--- src/rtl/multicycle_control.sv ---
// multicycle_control
//   Main control FSM for the multi-cycle MIPS datapath. Sequences fetch,
//   decode, execute, memory and writeback over several cycles and drives the
//   datapath mux selects, write enables and the 2-bit ALU operation class.
//   A memory-ready handshake stalls FETCH, MEMRD and MEMWR, and a wrapping
//   counter tracks retired instructions.
//
// Handshake: a memory access (FETCH, MEMRD, MEMWR) is in flight while the FSM
//   sits in that state; it completes on the rising edge where mem_ready=1, and
//   the FSM advances on that same edge. mem_ready is ignored in every other
//   state.
//
// Ports:
//   clk, rst_n        clock (rising edge), asynchronous active-low reset
//   op[5:0]           opcode from the instruction register
//   mem_ready         memory access completes this cycle
//   pcwrite ... pcsource  datapath controls (see port list)
//   illegal_op        one-cycle pulse in DECODE for an unsupported opcode
//   state[3:0]        current state encoding (debug)
//   retired[CNT_W-1:0] completed-instruction count, wraps
module multicycle_control #(
    parameter int CNT_W = 16
) (
    input  logic             clk,
    input  logic             rst_n,
    input  logic [5:0]       op,
    input  logic             mem_ready,
    output logic             pcwrite,
    output logic             pcwritecond,
    output logic             iord,
    output logic             memread,
    output logic             memwrite,
    output logic             memtoreg,
    output logic             irwrite,
    output logic             regdst,
    output logic             regwrite,
    output logic             alusrca,
    output logic [1:0]       alusrcb,
    output logic             aluop1,
    output logic             aluop0,
    output logic [1:0]       pcsource,
    output logic             illegal_op,
    output logic [3:0]       state,
    output logic [CNT_W-1:0] retired
);

    typedef enum logic [3:0] {
        S_IDLE     = 4'd0,
        S_FETCH    = 4'd1,
        S_DECODE   = 4'd2,
        S_MEMADR   = 4'd3,
        S_MEMRD    = 4'd4,
        S_MEMWB    = 4'd5,
        S_MEMWR    = 4'd6,
        S_RTYPE_EX = 4'd7,
        S_RTYPE_WB = 4'd8,
        S_BRANCH   = 4'd9,
        S_JUMP     = 4'd10,
        S_ADDI_EX  = 4'd11,
        S_ADDI_WB  = 4'd12
    } state_t;

    localparam logic [5:0] OP_RTYPE = 6'b000000;
    localparam logic [5:0] OP_LW    = 6'b100011;
    localparam logic [5:0] OP_SW    = 6'b101011;
    localparam logic [5:0] OP_BEQ   = 6'b000100;
    localparam logic [5:0] OP_J     = 6'b000010;
    localparam logic [5:0] OP_ADDI  = 6'b001000;

    // Pure Moore controls; registered from the next state so they change
    // together with the state register. irwrite and the FETCH half of
    // pcwrite depend on mem_ready and are combined combinationally below.
    typedef struct packed {
        logic       pcwrite;
        logic       pcwritecond;
        logic       iord;
        logic       memread;
        logic       memwrite;
        logic       memtoreg;
        logic       regdst;
        logic       regwrite;
        logic       alusrca;
        logic [1:0] alusrcb;
        logic       aluop1;
        logic       aluop0;
        logic [1:0] pcsource;
    } ctrl_t;

    state_t            state_q;
    state_t            state_d;
    ctrl_t             ctrl_q;
    logic [CNT_W-1:0]  retired_q;
    logic              retire_now;

    function automatic logic op_supported(input logic [5:0] o);
        return (o == OP_RTYPE) || (o == OP_LW) || (o == OP_SW) ||
               (o == OP_BEQ) || (o == OP_J) || (o == OP_ADDI);
    endfunction

    function automatic ctrl_t decode_ctrl(input state_t s);
        ctrl_t c;
        c = '0;
        case (s)
            S_FETCH: begin
                c.memread = 1'b1;
                c.alusrcb = 2'b01;
            end
            S_DECODE: begin
                c.alusrcb = 2'b11;
            end
            S_MEMADR, S_ADDI_EX: begin
                c.alusrca = 1'b1;
                c.alusrcb = 2'b10;
            end
            S_MEMRD: begin
                c.memread = 1'b1;
                c.iord    = 1'b1;
            end
            S_MEMWB: begin
                c.regwrite = 1'b1;
                c.memtoreg = 1'b1;
            end
            S_MEMWR: begin
                c.memwrite = 1'b1;
                c.iord     = 1'b1;
            end
            S_RTYPE_EX: begin
                c.alusrca = 1'b1;
                c.aluop1  = 1'b1;
            end
            S_RTYPE_WB: begin
                c.regwrite = 1'b1;
                c.regdst   = 1'b1;
            end
            S_BRANCH: begin
                c.alusrca     = 1'b1;
                c.aluop0      = 1'b1;
                c.pcwritecond = 1'b1;
                c.pcsource    = 2'b01;
            end
            S_JUMP: begin
                c.pcwrite  = 1'b1;
                c.pcsource = 2'b10;
            end
            S_ADDI_WB: begin
                c.regwrite = 1'b1;
            end
            default: c = '0;
        endcase
        return c;
    endfunction

    always_comb begin
        state_d = state_q;
        case (state_q)
            S_IDLE:   state_d = S_FETCH;
            S_FETCH:  state_d = mem_ready ? S_DECODE : S_FETCH;
            S_DECODE: begin
                case (op)
                    OP_RTYPE:     state_d = S_RTYPE_EX;
                    OP_LW, OP_SW: state_d = S_MEMADR;
                    OP_BEQ:       state_d = S_BRANCH;
                    OP_J:         state_d = S_JUMP;
                    OP_ADDI:      state_d = S_ADDI_EX;
                    default:      state_d = S_FETCH;
                endcase
            end
            S_MEMADR:   state_d = (op == OP_LW) ? S_MEMRD : S_MEMWR;
            S_MEMRD:    state_d = mem_ready ? S_MEMWB : S_MEMRD;
            S_MEMWR:    state_d = mem_ready ? S_FETCH : S_MEMWR;
            S_RTYPE_EX: state_d = S_RTYPE_WB;
            S_ADDI_EX:  state_d = S_ADDI_WB;
            S_MEMWB, S_RTYPE_WB, S_BRANCH, S_JUMP, S_ADDI_WB:
                        state_d = S_FETCH;
            // Unused encodings recover through FETCH.
            default:    state_d = S_FETCH;
        endcase
    end

    // An instruction retires on the edge that leaves its final state.
    always_comb begin
        retire_now = 1'b0;
        case (state_q)
            S_MEMWB, S_RTYPE_WB, S_BRANCH, S_JUMP, S_ADDI_WB: retire_now = 1'b1;
            S_MEMWR: retire_now = mem_ready;
            default: retire_now = 1'b0;
        endcase
    end

    always_ff @(posedge clk or negedge rst_n) begin
        if (!rst_n) begin
            state_q   <= S_IDLE;
            ctrl_q    <= '0;
            retired_q <= '0;
        end else begin
            state_q <= state_d;
            ctrl_q  <= decode_ctrl(state_d);
            if (retire_now) begin
                retired_q <= retired_q + 1'b1;
            end
        end
    end

    assign pcwrite     = ctrl_q.pcwrite | ((state_q == S_FETCH) & mem_ready);
    assign irwrite     = (state_q == S_FETCH) & mem_ready;
    assign illegal_op  = (state_q == S_DECODE) & ~op_supported(op);
    assign pcwritecond = ctrl_q.pcwritecond;
    assign iord        = ctrl_q.iord;
    assign memread     = ctrl_q.memread;
    assign memwrite    = ctrl_q.memwrite;
    assign memtoreg    = ctrl_q.memtoreg;
    assign regdst      = ctrl_q.regdst;
    assign regwrite    = ctrl_q.regwrite;
    assign alusrca     = ctrl_q.alusrca;
    assign alusrcb     = ctrl_q.alusrcb;
    assign aluop1      = ctrl_q.aluop1;
    assign aluop0      = ctrl_q.aluop0;
    assign pcsource    = ctrl_q.pcsource;
    assign state       = state_q;
    assign retired     = retired_q;

endmodule

--- config.mk ---
export PLATFORM = sky130hd
export DESIGN_NAME = multicycle_control
export DESIGN_NICKNAME = d
export VERILOG_FILES = /design/src/rtl/multicycle_control.sv
export SDC_FILE = /design/constraint.sdc
export NUM_CORES = 1
export LEC_CHECK = 0
export BUFFER_PORTS_ARGS = -buffer_cell sky130_fd_sc_hd__buf_2
export CELL_PAD_IN_SITES_DETAIL_PLACEMENT = 2
export CELL_PAD_IN_SITES_GLOBAL_PLACEMENT = 2
export CORE_MARGIN = 5
export CORE_UTILIZATION = 35
export CTS_CLUSTER_DIAMETER = 30
export DETAILED_ROUTE_END_ITERATION = 7
export PLACE_DENSITY = 0.82
export SYNTH_ARGS = -nofsm -noshare
export SYNTH_HDL_FRONTEND = slang
export SYNTH_SLANG_ARGS = --single-unit
--- constraint.sdc ---
create_clock -name clk -period 4.5 [get_ports clk]
set_input_delay 0.9 -clock clk [delete_from_list [all_inputs] [get_ports clk]]
set_output_delay 0.9 -clock clk [all_outputs]
set_load 0.05 [all_outputs]
# --- Word level (Yosys, flattened, before mapping) ---
# Index checks and enable logic that the tools add are counted.
op_classes:
  bitwise_logic: 4
  addsub: 1
  n_eq_ne: 29
  mux: 19
  n_reduce_logical: 13
ops:
  columns: ["op", "count"]
  rows:
  - ["== test 4 bit (second input constant)", 10]
  - ["== test 4 x 3 -> 1 bit (second input constant)", 8]
  - ["case mux 4 bit (7 select lines)", 1]
  - ["case mux 4 bit (5 select lines)", 1]
  - ["adder 16 x 1 -> 16 bit (second input constant)", 1]
  - ["== test 4 x 2 -> 1 bit (second input constant)", 4]
  - ["== test 6 bit (second input constant)", 2]
  - ["2-to-1 mux 1 bit", 11]
  - ["== test 4 x 1 -> 1 bit (second input constant)", 2]
  - ["OR reduction 2 bit", 4]
  - ["== test 6 x 2 -> 1 bit (second input constant)", 1]
  - ["== test 6 x 3 -> 1 bit (second input constant)", 1]
  - ["== test 6 x 4 -> 1 bit (second input constant)", 1]
  - ["zero test 6 bit", 1]
  - ["case mux 2 bit (3 select lines)", 1]
  - ["logical OR 1 bit", 5]
  - ["OR reduction 5 bit", 1]
  - ["2-to-1 mux 2 bit", 2]
  - ["case mux 2 bit (2 select lines)", 1]
  - ["OR reduction 4 bit", 1]
  - ["2-to-1 mux 3 bit", 1]
  - ["OR reduction 3 bit", 1]
  - ["AND 1 bit", 2]
  - ["case mux 1 bit (2 select lines)", 1]
  - ["other kinds (2)", 2]
totals:
  register_bits: 34
  in_bits: 9
  word_cells: 80

# --- Longest topological paths before layout ---
# Gate-level depths: netlist of the first run.
depth:
  ltp_word: 8
  mapped_depth: 8
  depth_no_buf: 7

# --- Worst setup path after synthesis of the first run ---
# No wires, ideal clock.
synth_timing:
  path_type: "input to output"
  from: "in op[1]"
  to: "out illegal_op"
  path_buffers: 1
  cell_stages: 5
  arrival_ns: 2.414
  required_ns: 3.600
  path_slack_ns: 1.186
  cell_sequence: "buf_4 > a21oi_1 > o21ai_0 > o21ai_0 > a21boi_0"
synth_between:
  elab_chain_len: 8
synth_rtl:
  columns: ["element", "line_no", "text"]
  rows:
  - ["start: declaration", "26", "input logic [5:0] op,"]
  - ["== test 6 bit or zero test 6 bit (tied branches)", "96", "return (o == OP_RTYPE) || (o == OP_LW) || (o == OP_SW) ||"]
  - ["logical OR 1 bit (3 in series)", "96", null]
  - ["logical OR 1 bit", "97", "(o == OP_BEQ) || (o == OP_J) || (o == OP_ADDI);"]
  - ["logical OR 1 bit *", "97", null]
  - ["inverter 1 bit *", "206", "assign illegal_op = (state_q == S_DECODE) & ~op_supported(op);"]
  - ["AND 1 bit *", "206", null]
  - ["end: declaration", "42", "output logic illegal_op,"]
# Mark *: on every way between the ends. The rest lies on a longest branch, timed or not.

# --- Worst setup path in the final report of the first run ---
layout_timing:
  from: "reg state_q[0], in the netlist state[0]"
  to: "out illegal_op"
layout_between:
  elab_chain_len: 2
layout_rtl:
  columns: ["element", "line_no", "text"]
  rows:
  - ["start: declaration", "89", "state_t state_q;"]
  - ["start signal: assignment", "196", "state_q <= state_d;"]
  - ["== test 4 x 2 -> 1 bit", "206", null]
  - ["AND 1 bit", "206", null]
# No other way between the ends.

==> impl_metrics.env, run 1 <==
export IMPL_outcome="finished clean"
export IMPL_tritoncts="yes"
export IMPL_track_usage=0.165
export IMPL_clkLatencyLatePin_ns=0.28
export IMPL_core_area_sq_mm=0.00475
export IMPL_antenna_found_initial=0
export IMPL_dp_cells=264
export IMPL_area_growth_pct=19.8
export IMPL_ys_async_sr_fraction=1.00
export IMPL_start_util=0.362
export IMPL_viasPerCell=5.17
export IMPL_hold_buffers=0
export IMPL_layout_drive_gt1_share=0.317
export IMPL_io_pins=46
export IMPL_die_h_um=80.1
export IMPL_drc=0
export IMPL_synth_cell_types=50
export IMPL_final_cell_mix="buf_2 (45), dfrtp_1 (32), nand2_1 (14)"
export IMPL_syn_nets=172
export IMPL_synth_area_sq_mm=0.00172
export IMPL_numClockSinks=32
export IMPL_p_total_mw=1.41
export IMPL_cts_clk_slew_worst_paths_ns=0.07
export IMPL_final_min_clock_period_ns=2.89
export IMPL_wl_per_cell_um=18.0
export IMPL_htreeDepth=2
export IMPL_cp_data_arrival_time_ns=1.99
export IMPL_numCtsBuffers=5
export IMPL_first_pass_iters=4
export IMPL_num_antenna_cells=0
export IMPL_yosys_register_bits=32
export IMPL_drt_initial_drc_count=31
export IMPL_grt_pass1_vias=1515
export IMPL_wirelength_um=4890
export IMPL_fmax_mhz=347
export IMPL_hpwlAfterDp_um=3730
export IMPL_rows=25
export IMPL_grt_max_degree=33
export IMPL_postSynthCellCount=162
export IMPL_rsz0062_at_grt="false"
export IMPL_mostFrequentLayoutCell="buf_2"
export IMPL_finClkSkew_ns=0.00731
export IMPL_cts_setup_buffers=0
export IMPL_dieWidth_um=80.1
export IMPL_grt_pass1_wl_um=8060
export IMPL_dr_total_vias=1405
export IMPL_finalCritPeriodShare=0.641
export IMPL_startpoint_type="flop"
export IMPL_synth_warnings=0
export IMPL_ir_drop_v=0.000223
export IMPL_gp_congestion=0.822
export IMPL_slew_headroom=0.500
export IMPL_setup_viol=0
export IMPL_cap_violations=0
export IMPL_instances_no_fill=272
export IMPL_pwr_density_cell_mw_per_mm2=686
export IMPL_grt_ovfl_total=0
export IMPL_critPathRequiredTime_ns=3.60
export IMPL_fin_nets=214
export IMPL_cp_end_kind="primary output"
export IMPL_hold_class="reg -> reg"
export IMPL_synth_edf_count=0
export IMPL_worst_slew_pin_slew_ns=0.750
export IMPL_ys_flop_type="dfrtp_1"
export IMPL_hold_viol=0
export IMPL_leakagePower_nw=0.985
export IMPL_finalMaxSlewViolations=0
export IMPL_root_buffer="clkbuf_8"
export IMPL_port_buffers=45
export IMPL_post_route_util=0.433
export IMPL_fin_setup_tns_ns=0
export IMPL_path_class="reg -> out"
export IMPL_clock_path_buffers=2
export IMPL_path_max_fanout=22
export IMPL_fp_dieArea_sq_mm=0.00642
export IMPL_syn_area_per_cell_sq_um=10.6
export IMPL_cts_resized_gates=0
export IMPL_yosysSeqAreaShare=0.465
export IMPL_ant_nets=0
-- worst max-delay path: stages, from the launching register on --
cell      delay [ns]
dfrtp_1         0.66
nor4b_2         0.52
a21boi_0        0.23
buf_2           0.29
-- Yosys cell counts (2+ instances only) --
cell type | number | area (sq um)
dfrtp_1 | 32 | 801
nand2_1 | 14 | 52.6
xnor2_1 | 13 | 114
nand3_1 | 8 | 40.0
nor2_1 | 8 | 30.0
buf_4 | 6 | 45.0
nor3_1 | 6 | 30.0
o21ai_0 | 6 | 30.0
inv_1 | 5 | 18.8
nand4_1 | 5 | 31.3
and4_1 | 4 | 35.0
nand2b_1 | 4 | 25.0
xor2_1 | 4 | 35.0
and3_1 | 3 | 18.8
a211oi_1 | 2 | 15.0
a21boi_0 | 2 | 15.0
a21oi_1 | 2 | 10.0
a21oi_2 | 2 | 17.5
and2_1 | 2 | 12.5
buf_6 | 2 | 22.5
nand3b_1 | 2 | 15.0
o31ai_1 | 2 | 15.0
-- through the flow --
| step | instance area, sq um | setup slack (ns) | hold slack [ns] |
|---|---|---|---|
| after floorplan | 1720 | 1.19 | 0.604 |
| after global placement | 1950 | 1.82 | 0.460 |
| after detailed placement | 1950 | 1.67 | 0.460 |
| after CTS | 2060 | 1.55 | 0.474 |
| after global routing | 2060 | 1.45 | 0.495 |
| final | 2060 | 1.61 | 0.467 |
-- power by group --
part / internal [mW] / leakage [nW] / switching [mW]
sequential: 0.351 / 0.424 / 0.104
clock: 0.164 / 0.0552 / 0.104
combinational: 0.194 / 0.505 / 0.496
-- routing by layer --
layer | track usage | wire, um | vias to the layer above | share of wire
li1 | - | - | 658 | -
met4 | 0.0608 | 86 | 0 | 0.018
met5 | 0 | 0 | - | 0
met3 | 0.0359 | 186 | 6 | 0.038
met1 | 0.184 | 1970 | 709 | 0.40
met2 | 0.305 | 2650 | 32 | 0.54
-- final cells by class --
class	instances	area, sq um
Multi-Input combinational cell	115	825
Tap cell	67	83.8
Clock buffer	6	72.6
Inverter	5	18.8
Sequential cell	32	801
Timing Repair Buffer	45	225
Clock inverter	2	35.0
Fill cell	541	2690
-- registers in the layout, indices dropped and copies added (netlist names) --
register	count
pcsource	1
aluop0	1
retired	16
aluop1	1
regdst	1
memwrite	1
memread	1
memtoreg	1
alusrca	1
iord	1
state	4
alusrcb	2
regwrite	1
-- kinds of logic (layout without fill, tap and decap cells) --
| logic type | Yosys count | after routing | share of synthesized area |
|---|---|---|---|
| and+or+nand+nor | 67 | 67 | 0.232 |
| DFF | 32 | 32 | 0.465 |
| AOI/OAI and AO/OA | 29 | 29 | 0.147 |
| xor gates and xnor gates | 17 | 17 | 0.0865 |
| buffers and inverters | 15 | 58 | 0.0553 |
| adders and majority gates | 1 | 1 | 0.00727 |
| muxes | 1 | 1 | 0.00654 |
-- worst paths after layout --
check,endpoint,start,cells past startpoint,slack [ns]
worst min register to register,retired[15],retired[15],1,0.47
worst min-delay path,retired[15],retired[15],1,0.47
worst max register to register,alusrcb[0],state[0],5,2.26
max in group asynchronous,aluop0,rst_n,1,3.36
worst max-delay path,illegal_op,state[0],3,1.61
min in group asynchronous,retired[5],rst_n,1,0.67
Power figures use the tool's default switching activity.
==> inputs of run 2 (changes only) <==
--- a/config.mk
+++ b/config.mk
@@ -9,10 +9,10 @@
 export CELL_PAD_IN_SITES_DETAIL_PLACEMENT = 2
 export CELL_PAD_IN_SITES_GLOBAL_PLACEMENT = 2
 export CORE_MARGIN = 5
-export CORE_UTILIZATION = 35
+export CORE_UTILIZATION = 29
 export CTS_CLUSTER_DIAMETER = 30
 export DETAILED_ROUTE_END_ITERATION = 7
-export PLACE_DENSITY = 0.82
+export PLACE_DENSITY = 0.73
 export SYNTH_ARGS = -nofsm -noshare
 export SYNTH_HDL_FRONTEND = slang
 export SYNTH_SLANG_ARGS = --single-unit
==> constraint.sdc (replaced) <==
create_clock -name clk -period 2.64 [get_ports clk]
set_input_delay 0.528 -clock clk [delete_from_list [all_inputs] [get_ports clk]]
set_output_delay 0.528 -clock clk [all_outputs]
set_load 0.05 [all_outputs]
==> impl_metrics.env, run 2 (synthesis results as in run 1) <==
export IMPL_grt_ovfl_total=0
export IMPL_rsz0062_at_grt="false"
export IMPL_path_depth=3
export IMPL_outcome="finished clean"
export IMPL_antenna_found_initial=0
export IMPL_fin_hold_ws_ns=0.291
export IMPL_finClkSkew_ns=0.00605
export IMPL_worst_slew_pin_slew_ns=0.714
export IMPL_numClockSinks=32
export IMPL_slew_headroom=0.524
export IMPL_area_growth_pct=19.1
export IMPL_final_min_clock_period_ns=2.39
export IMPL_hold_viol=0
export IMPL_port_buffers=45
export IMPL_num_antenna_cells=0
export IMPL_instances_no_fill=280
export IMPL_p_total_mw=2.31
export IMPL_drc=0
export IMPL_grt_pass1_vias=1570
export IMPL_post_route_util=0.350
export IMPL_cts_clk_slew_worst_paths_ns=0.07
export IMPL_final_cell_area_sq_mm=0.00205
export IMPL_ir_drop_v=0.000321
export IMPL_path_max_fanout=18
export IMPL_finalMaxSlewViolations=0
export IMPL_dr_total_vias=1410
export IMPL_path_buf_inv=1
export IMPL_dp_cells=273
export IMPL_finalCritPeriodShare=0.905
export IMPL_wirelength_um=4660
export IMPL_post_dp_cell_area_sq_mm=0.00197
export IMPL_hpwlAfterDp_um=3560
export IMPL_ant_nets=0
export IMPL_cp_end_kind="primary output"
export IMPL_mostFrequentLayoutCell="buf_2"
export IMPL_grt_max_degree=33
export IMPL_layout_drive_gt1_share=0.317
export IMPL_pwr_density_cell_mw_per_mm2=1130
export IMPL_viasPerCell=5.04
export IMPL_wl_per_cell_um=16.7
export IMPL_path_cells="nor4b_2, a21boi_1, buf_2"
export IMPL_fillers=661
export IMPL_die_h_um=87.0
export IMPL_hold_buffers=0
export IMPL_largest_register_ff_count=16
export IMPL_place_ws_ns=0.526
export IMPL_fp_dieArea_sq_mm=0.00757
export IMPL_gp_congestion=0.786
export IMPL_drt_initial_drc_count=30
export IMPL_finalWorstSetupSlack_ns=0.250
export IMPL_worstReg2RegEnd="retired[13]"
export IMPL_first_pass_iters=4
export IMPL_critPathRequiredTime_ns=2.11
export IMPL_cts_resized_gates=0
export IMPL_cap_violations=0
export IMPL_io_pins=46
export IMPL_fmax_mhz=418
export IMPL_r2r_start="state[0]"
export IMPL_track_usage=0.134
export IMPL_htreeDepth=2
export IMPL_cts_setup_buffers=0
export IMPL_cp_data_arrival_time_ns=1.86
export IMPL_crit_slowest_cell="dfrtp_1"
export IMPL_critical_path_startpoint="state[1]"
export IMPL_fin_setup_tns_ns=0
export IMPL_core_area_sq_mm=0.00585
export IMPL_grt_pass1_wl_um=7980
export IMPL_fin_nets=215
export IMPL_numCtsBuffers=5
export IMPL_crit_end="illegal_op"
export IMPL_hold_class="in -> async"
export IMPL_cp_top_family="flip-flops"
export IMPL_reg2regPathDepth=6
export IMPL_path_class="reg -> out"
export IMPL_reg2reg_slack_ns=0.55
export IMPL_dieWidth_um=87.0
export IMPL_setup_viol=0
export IMPL_start_util=0.294
export IMPL_root_buffer="clkbuf_8"
export IMPL_clock_path_buffers=2
export IMPL_tritoncts="yes"
export IMPL_final_cell_mix="buf_2 (45), dfrtp_1 (32), nand2_1 (14)"
export IMPL_leakagePower_nw=0.976
export IMPL_startpoint_type="flop"
export IMPL_rows=28
export IMPL_slowest_delay_ns=0.65
export IMPL_clkLatencyLatePin_ns=0.28
run 2: cell types whose count changed in the layout (fill, tap and decap cells not counted), sizes merged:
cell / before / now
buf: 45 / 46
bufinv: 1 / 0
run 2: where the power goes:
| part | leakage (nW) | internal (mW) | switching (mW) | total, mW |
|---|---|---|---|---|
| Combinational | 0.511 | 0.341 | 0.851 | 1.19 |
| Clock | 0.0410 | 0.179 | 0.179 | 0.358 |
| Sequential | 0.424 | 0.599 | 0.156 | 0.755 |
run 2: worst min path at each step:
stage | from | endpoint | slack (ns) | cells after the start
CTS | rst_n | retired[12] | 0.32 | 1
global placement | retired[15] | retired[15] | 0.46 | 1
finish | rst_n | retired[6] | 0.29 | 1
global route | rst_n | retired[5] | 0.36 | 1
detailed placement | retired[15] | retired[15] | 0.47 | 1
floorplan | rst_n | aluop0 | 0.23 | 0
run 2: area by class of cell:
type / instances / area [sq um] / area share
tap: 75 / 93.8 / 0.0458
timing repair buffer: 46 / 233 / 0.114
clock buffer: 6 / 72.6 / 0.0354
clock inverter: 1 / 5.00 / 0.00244
sequential: 32 / 801 / 0.391
inverter: 5 / 18.8 / 0.00916
multi-input combinational: 115 / 825 / 0.403
run 2: layer usage:
metal	vias up	routed length [um]	part of all wire	global-route usage
li1	660	-	-	-
met5	-	0	0	0
met3	6	169	0.036	0.0265
met2	32	2330	0.50	0.229
met1	712	2080	0.45	0.165
met4	0	85	0.018	0.0510
==> inputs of run 3 (changes only) <==
--- a/config.mk
+++ b/config.mk
@@ -13,6 +13,7 @@
 export CTS_CLUSTER_DIAMETER = 30
 export DETAILED_ROUTE_END_ITERATION = 7
 export PLACE_DENSITY = 0.73
+export RECOVER_POWER = 100
 export SYNTH_ARGS = -nofsm -noshare
 export SYNTH_HDL_FRONTEND = slang
 export SYNTH_SLANG_ARGS = --single-unit
==> impl_metrics.env, run 3 (synthesis results as in run 1) <==
export IMPL_outcome="complete, but fails checks"
export IMPL_violations="max-capacitance violations, max-slew violations"
export IMPL_slew_headroom=-0.133
export IMPL_tritoncts="yes"
export IMPL_reg2regPathDepth=6
export IMPL_wl_per_cell_um=16.8
export IMPL_path_max_fanout=18
export IMPL_pwr_density_cell_mw_per_mm2=1130
export IMPL_wirelength_um=4690
export IMPL_grt_use_met3=0.0265
export IMPL_clock_path_buffers=2
export IMPL_layout_drive_gt1_share=0.122
export IMPL_drt_initial_drc_count=34
export IMPL_grt_pass1_wl_um=7980
export IMPL_cts_clk_slew_worst_paths_ns=0.07
export IMPL_post_dp_cell_area_sq_mm=0.00197
export IMPL_post_route_util=0.339
export IMPL_ir_drop_v=0.000310
export IMPL_path_class="reg -> out"
export IMPL_hold_viol=0
export IMPL_final_cell_mix="clkbuf_1 (37), dfrtp_1 (32), nand2_1 (14)"
export IMPL_grt_pass1_vias=1570
export IMPL_reg2reg_slack_ns=0.28
export IMPL_p_seq_frac=0.338
export IMPL_finalCritPeriodShare=0.910
export IMPL_hold_end="retired[15]"
export IMPL_dr_total_vias=1418
export IMPL_r2r_start="state[0]"
export IMPL_num_antenna_cells=0
export IMPL_worst_slew_pin_slew_ns=1.70
export IMPL_largest_register_ff_count=16
export IMPL_worstReg2RegEnd="retired[10]"
export IMPL_hold_start="retired[15]"
export IMPL_numClockSinks=32
export IMPL_p_int_mw=1.06
export IMPL_fmax_mhz=416
export IMPL_hpwlAfterDp_um=3560
export IMPL_cp_end_kind="primary output"
export IMPL_rows=28
export IMPL_final_cell_area_sq_mm=0.00198
export IMPL_p_total_mw=2.25
export IMPL_cp_data_arrival_time_ns=1.87
export IMPL_fp_dieArea_sq_mm=0.00757
export IMPL_power_frac_comb=0.503
export IMPL_leakagePower_nw=0.829
export IMPL_place_ws_ns=0.526
export IMPL_root_buffer="clkbuf_8"
export IMPL_critical_path_startpoint="state[1]"
export IMPL_finalWorstSetupSlack_ns=0.239
export IMPL_hold_class="reg -> reg"
export IMPL_finClkSkew_ns=0.00503
export IMPL_antenna_found_initial=0
export IMPL_mostFrequentLayoutCell="clkbuf_1"
export IMPL_area_growth_pct=15.3
export IMPL_rsz0062_at_grt="false"
export IMPL_htreeDepth=2
export IMPL_cts_setup_buffers=0
export IMPL_start_util=0.294
export IMPL_startpoint_type="flop"
export IMPL_port_buffers=45
export IMPL_swShare=0.527
export IMPL_finalMaxSlewViolations=33
export IMPL_cts_resized_gates=0
export IMPL_fin_nets=215
export IMPL_use_met2=0.229
export IMPL_ant_nets=0
export IMPL_viasPerCell=5.06
export IMPL_min_path_cells=1
export IMPL_drc=0
export IMPL_gp_congestion=0.786
export IMPL_critPathRequiredTime_ns=2.11
export IMPL_top_usage_layer="met2"
export IMPL_dieWidth_um=87.0
export IMPL_die_h_um=87.0
export IMPL_first_pass_iters=4
export IMPL_final_min_clock_period_ns=2.40
export IMPL_clock_power_share=0.160
export IMPL_track_usage=0.134
export IMPL_fin_setup_tns_ns=0
export IMPL_io_pins=46
export IMPL_cap_violations=1
export IMPL_grt_ovfl_total=0
export IMPL_hold_buffers=0
export IMPL_core_area_sq_mm=0.00585
export IMPL_power_switching_mw=1.18
export IMPL_setup_viol=0
export IMPL_numCtsBuffers=5
export IMPL_clkLatencyLatePin_ns=0.28
export IMPL_grt_max_degree=33
export IMPL_grt_met1_usage=0.165
-- run 3: changes by cell type in the layout (fill, tap and decap cells not counted), sizes merged --
cell and delta:
buf -39, clkbuf +39
-- run 3: critical path: stages, from the launching register on --
cell	delay, ns
dfrtp_1	0.64
nor4b_2	0.44
a21boi_1	0.21
clkbuf_2	0.29
-- run 3: through the flow --
stage               hold slack, ns  std cells
finish                       0.469        280
floorplan                    0.232        162
detailed placement           0.468        273
CTS                          0.318        280
global route                 0.517        280
global placement             0.459        273
-- run 3: power groups by stage --
stage	Sequential, mW	Combinational, mW	Clock (mW)
2_1_floorplan	1.07	0.640	0
3_3_place_gp	0.761	1.18	0
4_1_cts	0.760	1.21	0.371
6_report	0.758	1.13	0.359
3_5_place_dp	0.766	1.21	0
5_1_grt	0.782	1.21	0.390
-- run 3: worst max path at each step --
stage / to / slack (ns) / depth (start not counted)
4_1_cts: illegal_op / 0.24 / 3
6_report: illegal_op / 0.24 / 3
3_3_place_gp: retired[13] / 0.58 / 6
5_1_grt: illegal_op / 0.05 / 3
3_5_place_dp: retired[13] / 0.53 / 6
2_1_floorplan: illegal_op / 0.11 / 3
-- run 3: layout make-up --
type                       count  area, sq um
clock inverter                 1         5.00
timing repair buffer          46          185
fill                         684         3870
sequential                    32          801
multi-input combinational    115          807
clock buffer                   6         72.6
inverter                       5         18.8
tap                           75         93.8
-- run 3: per-layer routing --
layer  share of wire  vias up
met5               0        -
met4           0.017        0
met3           0.041        6
met2            0.50       34
met1            0.44      717
li1                -      661
